`config.mk`:
```
export PLATFORM = sky130hd
export DESIGN_NAME = instr_encoder
export DESIGN_NICKNAME = d
export VERILOG_FILES = /design/src/rtl/power_isa_pkg.sv /design/src/rtl/instr_word_pack.sv /design/src/rtl/instr_encoder.sv
export SDC_FILE = /design/constraint.sdc
export NUM_CORES = 1
export LEC_CHECK = 0
export CAP_MARGIN = 20
export CELL_PAD_IN_SITES_DETAIL_PLACEMENT = 0
export CELL_PAD_IN_SITES_GLOBAL_PLACEMENT = 1
export CORE_UTILIZATION = 26
export CTS_BUF_LIST = sky130_fd_sc_hd__clkbuf_8
export DETAILED_ROUTE_END_ITERATION = 8
export PLACE_DENSITY_LB_ADDON = 0.1
export SLEW_MARGIN = 20
export SYNTH_ARGS = -nofsm -noshare
export SYNTH_HDL_FRONTEND = slang
export SYNTH_HIERARCHICAL = 1
export SYNTH_SLANG_ARGS = --single-unit
```
`constraint.sdc`:
```
create_clock -name i_clk -period 2.7 [get_ports i_clk]
set_clock_uncertainty 0.1 [all_clocks]
set_input_delay 0.54 -clock i_clk [delete_from_list [all_inputs] [get_ports i_clk]]
set_output_delay 0.54 -clock i_clk [all_outputs]
set_load 0.02 [all_outputs]
```
`src/rtl/power_isa_pkg.sv`:
```
// Power ISA v3.1 encoding constants shared by the instruction encoder.
// Bit numbering in comments follows the ISA (bit 0 = MSB of the word).
package power_isa_pkg;

  // Request operation codes; 15 is deliberately left undefined.
  typedef enum logic [3:0] {
    OP_B       = 4'd0,
    OP_BC      = 4'd1,
    OP_BCLR    = 4'd2,
    OP_BCCTR   = 4'd3,
    OP_BCTAR   = 4'd4,
    OP_CRAND   = 4'd5,
    OP_CRNAND  = 4'd6,
    OP_CROR    = 4'd7,
    OP_CRXOR   = 4'd8,
    OP_CRNOR   = 4'd9,
    OP_CREQV   = 4'd10,
    OP_CRANDC  = 4'd11,
    OP_CRORC   = 4'd12,
    OP_MCRF    = 4'd13,
    OP_RAW_PFX = 4'd14,
    OP_UNDEF   = 4'd15
  } op_e;

  // Encoder sequencing: IDLE accepts requests, SUFFIX owes the second prefixed word.
  typedef enum logic {
    ST_IDLE   = 1'b0,
    ST_SUFFIX = 1'b1
  } state_e;

  // Primary opcodes (ISA bits 0:5).
  localparam logic [5:0] PO_PFX = 6'd1;
  localparam logic [5:0] PO_BC  = 6'd16;
  localparam logic [5:0] PO_B   = 6'd18;
  localparam logic [5:0] PO_XL  = 6'd19;

  // Extended opcodes for XL-form (ISA bits 21:30).
  localparam logic [9:0] XO_MCRF   = 10'd0;
  localparam logic [9:0] XO_BCLR   = 10'd16;
  localparam logic [9:0] XO_CRNOR  = 10'd33;
  localparam logic [9:0] XO_CRANDC = 10'd129;
  localparam logic [9:0] XO_CRXOR  = 10'd193;
  localparam logic [9:0] XO_CRNAND = 10'd225;
  localparam logic [9:0] XO_CRAND  = 10'd257;
  localparam logic [9:0] XO_CREQV  = 10'd289;
  localparam logic [9:0] XO_CRORC  = 10'd417;
  localparam logic [9:0] XO_CROR   = 10'd449;
  localparam logic [9:0] XO_BCCTR  = 10'd528;
  localparam logic [9:0] XO_BCTAR  = 10'd560;

  // Field widths used when packing words.
  localparam int LI_W  = 24;
  localparam int BD_W  = 14;
  localparam int FLD_W = 5;
  localparam int CRF_W = 3;
  localparam int PFX_W = 26;

  // Extended opcode for any XL-form op; zero for ops that are not XL-form.
  function automatic logic [9:0] xl_xo(input op_e op);
    logic [9:0] xo;
    xo = 10'd0;
    case (op)
      OP_BCLR:   xo = XO_BCLR;
      OP_BCCTR:  xo = XO_BCCTR;
      OP_BCTAR:  xo = XO_BCTAR;
      OP_CRAND:  xo = XO_CRAND;
      OP_CRNAND: xo = XO_CRNAND;
      OP_CROR:   xo = XO_CROR;
      OP_CRXOR:  xo = XO_CRXOR;
      OP_CRNOR:  xo = XO_CRNOR;
      OP_CREQV:  xo = XO_CREQV;
      OP_CRANDC: xo = XO_CRANDC;
      OP_CRORC:  xo = XO_CRORC;
      default:   xo = XO_MCRF;
    endcase
    return xo;
  endfunction

endpackage

```
`src/rtl/instr_word_pack.sv`:
```
// Combinational packer: op + fields -> one 32-bit Power ISA word.
// With INSTR_ENCODER_CHECK_EN defined it also flags requests that must not be emitted.
module instr_word_pack
  import power_isa_pkg::*;
(
  input  logic [3:0]        i_op,
  input  logic [FLD_W-1:0]  i_f0,
  input  logic [FLD_W-1:0]  i_f1,
  input  logic [FLD_W-1:0]  i_f2,
  input  logic [1:0]        i_bh,
  input  logic [LI_W-1:0]   i_disp,
  input  logic              i_aa,
  input  logic              i_lk,
  input  logic [PFX_W-1:0]  i_pfx_payload,
`ifdef INSTR_ENCODER_CHECK_EN
  input  logic [5:0]        i_sfx_opcode,
  output logic              o_illegal,
`endif
  output logic [31:0]       o_word
);

  op_e op;
  assign op = op_e'(i_op);

  // Select the instruction form and concatenate fields MSB-first.
  always_comb begin
    o_word = 32'h0;
    case (op)
      OP_B:
        o_word = {PO_B, i_disp, i_aa, i_lk};
      OP_BC:
        o_word = {PO_BC, i_f0, i_f1, i_disp[BD_W-1:0], i_aa, i_lk};
      OP_BCLR, OP_BCCTR, OP_BCTAR:
        // Bits 16:18 are reserved zero; BH sits in bits 19:20.
        o_word = {PO_XL, i_f0, i_f1, 3'b000, i_bh, xl_xo(op), i_lk};
      OP_CRAND, OP_CRNAND, OP_CROR, OP_CRXOR,
      OP_CRNOR, OP_CREQV, OP_CRANDC, OP_CRORC:
        o_word = {PO_XL, i_f0, i_f1, i_f2, xl_xo(op), 1'b0};
      OP_MCRF:
        // CR field numbers are 3 bits; the low two bits of each 5-bit slot stay zero.
        o_word = {PO_XL, i_f0[CRF_W-1:0], 2'b00, i_f1[CRF_W-1:0], 2'b00,
                  5'b00000, XO_MCRF, 1'b0};
      OP_RAW_PFX:
        o_word = {PO_PFX, i_pfx_payload};
      default:
        o_word = 32'h0;
    endcase
  end

`ifdef INSTR_ENCODER_CHECK_EN
  // Flag requests that would produce a malformed or reserved encoding.
  always_comb begin
    o_illegal = 1'b0;
    case (op)
      OP_UNDEF:   o_illegal = 1'b1;
      // BO bit 2 (ISA numbering) clear would decrement CTR while branching to it.
      OP_BCCTR:   o_illegal = !i_f0[2] || (i_bh == 2'b10);
      OP_BCLR,
      OP_BCTAR:   o_illegal = (i_bh == 2'b10);
      OP_RAW_PFX: o_illegal = (i_sfx_opcode == PO_PFX);
      default:    o_illegal = 1'b0;
    endcase
  end
`endif

endmodule

```
`src/rtl/instr_encoder.sv`:
```
// Instruction encoder top: request handshake, output word register, prefixed-pair sequencing.
// Optional build macro: INSTR_ENCODER_CHECK_EN enables illegal-request screening and o_illegal.
//
// Handshakes: a transfer happens on a rising edge where valid and ready are both 1.
// Once valid is raised the producer holds it and its payload until that edge. The
// request side is i_req_valid/o_req_ready; the output side is o_instr_valid/i_instr_ready.
module instr_encoder
  import power_isa_pkg::*;
#(
  parameter bit ZERO_IDLE = 1'b1
) (
  input  logic         i_clk,
  input  logic         i_rst,
  input  logic         i_req_valid,
  output logic         o_req_ready,
  input  logic [3:0]   i_req_op,
  input  logic [4:0]   i_f0,
  input  logic [4:0]   i_f1,
  input  logic [4:0]   i_f2,
  input  logic [1:0]   i_bh,
  input  logic [23:0]  i_disp,
  input  logic         i_aa,
  input  logic         i_lk,
  input  logic [25:0]  i_pfx_payload,
  input  logic [31:0]  i_raw_suffix,
  output logic         o_instr_valid,
  input  logic         i_instr_ready,
  output logic [31:0]  o_instr,
  output logic         o_illegal,
  output state_e       o_dbg_state
);

  state_e      state_q, state_d;
  logic [31:0] instr_q;
  logic        instr_valid_q;
  logic [31:0] suffix_q;
  logic [31:0] pack_word;
  logic        req_illegal;
  logic        req_fire;
  logic        out_fire;
  logic        is_raw;
  logic        load_word;
  logic        load_suffix;

  instr_word_pack u_pack (
    .i_op          (i_req_op),
    .i_f0          (i_f0),
    .i_f1          (i_f1),
    .i_f2          (i_f2),
    .i_bh          (i_bh),
    .i_disp        (i_disp),
    .i_aa          (i_aa),
    .i_lk          (i_lk),
    .i_pfx_payload (i_pfx_payload),
`ifdef INSTR_ENCODER_CHECK_EN
    .i_sfx_opcode  (i_raw_suffix[31:26]),
    .o_illegal     (req_illegal),
`endif
    .o_word        (pack_word)
  );

`ifndef INSTR_ENCODER_CHECK_EN
  // Without screening every request is encoded literally.
  assign req_illegal = 1'b0;
`endif

  // Ready only depends on internal state and the consumer, never on i_req_valid.
  assign o_req_ready = !i_rst && (state_q == ST_IDLE) && (!instr_valid_q || i_instr_ready);
  assign req_fire    = i_req_valid && o_req_ready;
  assign out_fire    = instr_valid_q && i_instr_ready;
  assign is_raw      = (op_e'(i_req_op) == OP_RAW_PFX);

  assign o_instr_valid = instr_valid_q;
  assign o_instr       = (ZERO_IDLE && !instr_valid_q) ? 32'h0 : instr_q;
  assign o_dbg_state   = state_q;

  // Next-state and datapath load decisions.
  always_comb begin
    state_d     = state_q;
    load_word   = 1'b0;
    load_suffix = 1'b0;
    case (state_q)
      ST_IDLE: begin
        if (req_fire && !req_illegal) begin
          load_word = 1'b1;
          if (is_raw) state_d = ST_SUFFIX;
        end
      end
      ST_SUFFIX: begin
        // The suffix replaces the prefix on the very edge the prefix is taken.
        if (out_fire) begin
          load_suffix = 1'b1;
          state_d     = ST_IDLE;
        end
      end
      default: state_d = ST_IDLE;
    endcase
  end

  // FSM state register.
  always_ff @(posedge i_clk) begin
    if (i_rst) state_q <= ST_IDLE;
    else       state_q <= state_d;
  end

  // Output word register: load new word, swap in suffix, or retire on handshake.
  always_ff @(posedge i_clk) begin
    if (i_rst) begin
      instr_q       <= 32'h0;
      instr_valid_q <= 1'b0;
    end else if (load_word) begin
      instr_q       <= pack_word;
      instr_valid_q <= 1'b1;
    end else if (load_suffix) begin
      instr_q       <= suffix_q;
      instr_valid_q <= 1'b1;
    end else if (out_fire) begin
      instr_valid_q <= 1'b0;
    end
  end

  // Suffix buffer captured at prefix accept so the requester may move on.
  always_ff @(posedge i_clk) begin
    if (i_rst)                 suffix_q <= 32'h0;
    else if (req_fire && is_raw) suffix_q <= i_raw_suffix;
  end

`ifdef INSTR_ENCODER_CHECK_EN
  logic illegal_q;

  // One-cycle pulse for a consumed request that produced no word.
  always_ff @(posedge i_clk) begin
    if (i_rst) illegal_q <= 1'b0;
    else       illegal_q <= req_fire && req_illegal;
  end

  assign o_illegal = illegal_q;
`else
  assign o_illegal = 1'b0;
`endif

endmodule

```
=== Word-level counts from Yosys, hierarchy flattened ===
Memories as Yosys holds them, arrays and structs flattened.
Cells that the tools add are included.

* Flip-flop bits (word level): 66
* Latch bits: 0
* Memory bits (writable): 0
* ROM bits: 224
* Bits of input ports: 109
* Output and inout port bits: 36
* Logic and storage cells: 49
* Memories: 2

{| class="wikitable"
|+ Memories
! memory !! words !! width !! read ports !! clocked after Yosys merged registers in !! write ports !! line !! text
|-
| (name not given) || 16 || 7 || 1 || 0 || 0 || power_isa_pkg.sv:62 || <nowiki>case (op)</nowiki>
|-
| (name not given) || 16 || 7 || 1 || 0 || 0 || power_isa_pkg.sv:62 ||
|}

* Add/sub/neg operators: 0
* Multipliers: 0
* Div/mod/pow operators: 0
* Order comparisons: 0
* Equal/unequal tests: 14
* Shift-type cells: 0
* Mux-type cells: 15
* Bitwise gates (word level): 1
* Reduce and logical (&&, ||, !) cells: 13

{| class="wikitable"
|+ Operators by type and width
! cell !! number
|-
| $pmux 31 s6 || 1
|-
| $mux 32 || 3
|-
| $eq 4x4->1 const B || 7
|-
| $eq 4x3->1 const B || 4
|-
| $mux 1 || 10
|-
| $eq 4x2->1 const B || 2
|-
| $reduce_or 8->1 || 1
|-
| $logic_and 1x1->1 || 5
|-
| $eq 4x1->1 const B || 1
|-
| $logic_not 4->1 || 1
|-
| $reduce_bool 3->1 || 1
|-
| $reduce_or 3->1 || 1
|-
| $logic_not 1->1 || 2
|-
| $pmux 1 s2 || 1
|-
| $reduce_bool 2->1 || 1
|-
| $logic_or 1x1->1 || 1
|-
| $not 1->1 || 1
|}

=== Longest topological paths before layout ===
* Depth in word-level cells: 7
* Mapped depth: 10
* Gate-level depth less buffers: 8

=== By module ===
The synthesis kept the hierarchy.

{| class="wikitable"
|+ Modules (own cells, without submodules)
! module !! times used !! cells each !! area an instance (µm²) !! seq. area each (µm²)
|-
| instr_encoder || 1 || 356 || 3173.0 || 1321.3
|-
| instr_word_pack || 1 || 127 || 883.3 || 0.0
|}

=== Worst setup path after synthesis ===
Ideal clock, no wire load.

* Path type: input-to-reg
* Start: input i_req_op[0]
* End: register instr_q[5]
* Library setup time: 137 ps
* Arrival time: 2041 ps
* Data required time: 2463 ps
* Setup slack: 422 ps
* Stages on the path: 9
* Buffers on the path: 1
* Path through: inv_1 > ha_1 > buf_4 > nor3_1 > a221o_2 > nor3_2 > a221o_1 > o41ai_1 > a31oi_1

* Word-level cells in the longest chain between the ends: 4
* Elaborated cells between the ends (all ways): 21
* Classes of those cells: 14 x eq/ne; 2 x mux; 3 x reduce/logical; 2 x memory

{| class="wikitable"
|+ RTL lines
! item !! line !! text
|-
| start: declaration || instr_encoder.sv:16 || <nowiki>input logic [3:0] i_req_op,</nowiki>
|-
| parallel branches: the longest is 2 deep, another holds $mem_v2 16x7 || n/a ||
|-
| $pmux 31 s6 * || instr_word_pack.sv:28 || <nowiki>case (op)</nowiki>
|-
| named net pack_word[5] || instr_encoder.sv:37 || <nowiki>logic [31:0] pack_word;</nowiki>
|-
| $mux 32 * || instr_encoder.sv:111 || <nowiki>end else if (load_word) begin</nowiki>
|-
| end signal: assignment || instr_encoder.sv:112 || <nowiki>instr_q <= pack_word;</nowiki>
|-
| end signal: assignment || instr_encoder.sv:115 || <nowiki>instr_q <= suffix_q;</nowiki>
|-
| end: declaration || instr_encoder.sv:34 || <nowiki>logic [31:0] instr_q;</nowiki>
|}

Mark *: on every way through the listed nets, which the timed path passes.
A chain may end at the register's enable or synchronous reset.

=== Worst setup path in the final report ===
* Start: input i_req_op[1]
* End: register instr_q[25]

* Word-level cells in the longest chain between the ends: 4
* Elaborated cells between the ends (all ways): 19
* Classes of those cells: 14 x eq/ne; 2 x mux; 3 x reduce/logical

{| class="wikitable"
|+ RTL lines
! item !! line
|-
| $eq 4x3->1 (tied with other cells) || instr_word_pack.sv:28
|-
| $reduce_or 8->1 or $reduce_or 3->1 (tied branches) || instr_word_pack.sv:28
|-
| $pmux 31 s6 * || instr_word_pack.sv:28
|-
| named net pack_word[25] || instr_encoder.sv:37
|-
| $mux 32 * || instr_encoder.sv:111
|}

The timed path passes the listed nets; every way through them passes the cells marked *.

==> run_results.csv <==
group,metric,value,unit
status,run_status,"finished, final reports clean",
critical_path,path_class,"input pin to register",
power_and_ir_drop,netSwitchingPower,675,uW
sta,finalCriticalPeriod,2.64,ns
detailed_routing,routed_wirelength,15100,um
sta,unrepaired_setup_endpoints_after_global_routing,"no",
synth,synth_enable_flop_cells,0,
power_and_ir_drop,internal_power,1.82,mW
final_layout,antenna_diode_instance_count,0,
synth,complex_gate_fraction_of_the_synthesized_area,0.225,
detailed_routing,antenna_left,0,
die,start_util,0.267,
worst_hold_path,hold-path-endpoint,"suffix_q[7]$_SDFFE_PP0P_",
synth,ys_top_cells_by_area,"dfxtp_1, nand2_1, mux2_4",
synth,synth_cell_type_count,47,
critical_path,worst_r2r_startpoint,"o_dbg_state$_SDFF_PP0_",
clocking,cts.root.buffer_cell,"clkbuf_8",
clocking,cts_made_buffers,9,
sta,slew-limit-headroom,0.632,
detailed_routing,avgRoutedWirePerCell,18.3,um
critical_path,timing.critical_path.to_type,"register",
die,boundaryPins,145,
sta,timing.fmax,379,MHz
detailed_routing,drt_pass1_iterations,4,
sta,tightest_slew,0.551,ns
clocking,clock_tree.buffer_depth,2,
synth,synth_top_area_frac,0.326,
critical_path,required,2.83,ns
power_and_ir_drop,irDropWorstVdd,180,uV
sta,finalSetupViolations,0,
synth,synth-seq-area-share,0.326,
die,core.rowCount,45,
power_and_ir_drop,power.density_cell_area,408,mW/mm^2
synth,synth_simple_gate_area_share,0.232,
final_layout,fillCellCount,1584,
die,floorplan.die.width,127,um
clocking,clock-sinks,66,
final_layout,final_net_count,747,
detailed_routing,drc_errors,0,
worst_hold_path,min-delay-path-class,"register to register",
placement,place_area,0.00581,mm^2
clocking,cts_hold_repair.buffers,0,
power_and_ir_drop,cellLeakagePower,2.36,nW
clocking,tritoncts,"yes",
placement,port-buffer-count,143,
global_routing,maximum_number_of_pins_on_one_net_before_global_route_repair,38,
worst_hold_path,worst_hold_path.num_cells,2,
placement,dp_hpwl,11300,um
critical_path,reg2reg_depth,5,
sta,report.final.slew_viol_count,0,
final_layout,final_core_utilization,0.402,
synth,async_flop_share,0,
synth,synth.ff_latch_count,66,
die,chipHeight,127,um
power_and_ir_drop,total_power,2.50,mW
final_layout,syn2layout_area_growth,50.8,%
job,max_cap_violations,0,
sta,setup_total_negative_slack,0,ns
global_routing,grt_overflow,0,
critical_path,critical_path.startpoint_type,"input pin",
global_routing,grt_antenna_before_repair,0,
worst_hold_path,holdCritStartpoint,"suffix_q[7]$_SDFFE_PP0P_",
clocking,cts_htree_levels,3,
clocking,post_cts_buffers,0,
synth,syn_avg_cell_area,8.40,um^2
sta,final_min_period_over_clock_period,0.978,
die,dieArea,0.0161,mm^2
global_routing,grt_usage,0.188,
synth,synthAdderAreaFrac,0.0154,
clocking,cts.reportedPaths.clkPinSlew,0.07,ns
detailed_routing,drt_iter0_drc,295,
sta,hold_violations,0,
critical_path,worstPathArrival,2.77,ns
synth,postSynth.topFlopCell,"dfxtp_1",
detailed_routing,vias_per_cell,4.97,
die,fp.coreArea,0.0152,mm^2
synth,yosysWarningCount,6,
synth,synth_top_area_cell,"dfxtp_1",
power_and_ir_drop,sequentialPowerShare,0.412,
clocking,worstSkewPairLatency,0.35,ns
synth,synth_area_in_xor_xnor,0.00432,
critical_path,critical_path.reg2reg.endpoint,"suffix_q[29]$_SDFFE_PP0P_",
critical_path,worst-r2r-setup-slack,0.78,ns
critical_path,critical_path_peak_fanout,10,
detailed_routing,routed-via-count,4097,
power_and_ir_drop,share_clk_of_total_power,0.350,
final_layout,stdcell_area,0.00612,mm^2
global_routing,grt_first_pass_wirelength,22900,um
synth,syn_area,0.00406,mm^2
synth,postSynthCellCount,483,
placement,gp_congestion,0.936,
power_and_ir_drop,comb_power_share,0.238,
synth,synthMuxAreaShare,0.110,
final_layout,drive_gt1_frac,0.163,
power_and_ir_drop,swShare,0.270,
global_routing,vias_in_the_first_global_route,4009,
synth,synth_top_family_by_area,"simple AND/OR/NAND/NOR gates",
power by group through the flow:
stage	logic (mW)	clock network, mW	registers (mW)
after floorplan	0.264	0	1.05
after global placement	0.573	0	1.05
after detailed placement	0.572	0	1.05
after CTS	0.581	0.905	1.03
after global routing	0.634	0.942	1.03
final	0.593	0.874	1.03
what timing repair did:
action / 4_1_cts / 5_1_grt
endpoints found under the setup margin: 4 / 12
pin swaps: 0 / 2
gates resized for setup: 5 / 11
hold endpoints to repair: 0 / 0
gates cloned: 0 / 0
critical path, stage by stage:
cell	delay [ns]
clkdlybuf4s50_1	0.52
inv_1	0.10
ha_1	0.26
nor3_4	0.26
o21a_1	0.22
nor2_4	0.08
a221o_1	0.33
o41ai_4	0.39
a31oi_1	0.07
synthesized netlist by cell type (all sizes together), types with 3 or more instances:
cell type / instances
clkbuf: 33
nor3: 4
nor2b: 25
nor2: 9
a22oi: 13
a22o: 3
mux2i: 14
buf: 18
and2: 34
nand2b: 5
o21ai: 8
ha: 5
mux2: 21
a21oi: 6
o41ai: 32
a222oi: 6
inv: 10
dfxtp: 66
a221o: 8
a31oi: 32
a21o: 4
o22ai: 5
nand2: 104
state kept, by name (all words and copies together), names as in the netlist:
signal,flops
instr_q,32
suffix_q,32
o_instr_valid,1
o_dbg_state,1
through the flow:
step | instances | setup WS [ns] | hold slack (ns)
2_1_floorplan | 485 | 0.422 | 0.335
5_1_grt | 825 | 0.00408 | 0.375
4_1_cts | 825 | 0.00237 | 0.365
3_3_place_gp | 810 | -0.580 | 0.348
3_5_place_dp | 810 | -0.611 | 0.351
6_report | 825 | 0.0586 | 0.360
cell usage in the layout (no fill, tap or decap), types with 5 or more instances in the layout:
cell and instances:
clkdlybuf4s50_1 142, nand2_1 104, dfxtp_1 66, buf_4 42, and2_1 34, a31oi_1 32, o41ai_1 24, nor2b_1 24
mux2_4 19, mux2i_1 14, a22oi_1 13, clkbuf_8 12, inv_1 10, nor2_1 7, a221o_1 7, a21oi_1 6
a222oi_1 6, o41ai_2 5, nand2b_1 5
area by class of cell:
class / instances / area [um^2] / area share
flip-flops and latches: 66 / 1320 / 0.216
multi-input cells: 357 / 2510 / 0.410
clock buffers: 12 / 165 / 0.0270
well taps: 188 / 235 / 0.0385
repair buffers: 188 / 1810 / 0.295
inverters: 11 / 41.3 / 0.00675
clock inverters: 3 / 38.8 / 0.00634
metal layers:
layer,track usage,routed length (um)
met1,0.276,7830
met5,0,0
met3,0.0401,861
met2,0.266,6150
met4,0.0700,254
worst max-delay path by stage:
stage / start / end / slack, ns / cells past startpoint
2_1_floorplan: i_req_op[0] / instr_q[5]$_SDFFE_PP0P_ / 0.42 / 9
3_3_place_gp: i_req_op[0] / instr_q[23]$_SDFFE_PP0P_ / -0.58 / 9
4_1_cts: i_req_op[0] / instr_q[18]$_SDFFE_PP0P_ / 0.002 / 9
6_report: i_req_op[1] / instr_q[25]$_SDFFE_PP0P_ / 0.06 / 9
3_5_place_dp: i_req_op[0] / instr_q[23]$_SDFFE_PP0P_ / -0.61 / 9
5_1_grt: i_req_op[1] / instr_q[25]$_SDFFE_PP0P_ / 0.004 / 9
cell families after synthesis:
group	count (synthesis)
muxes	35
xor gates and xnor gates	2
AOI/OAI and AO/OA	120
buffers and inverters	62
DFF	66
and+or+nand+nor	191
other	2
adders and majority gates	5
No activity file was read; power rests on OpenSTA's default activity.
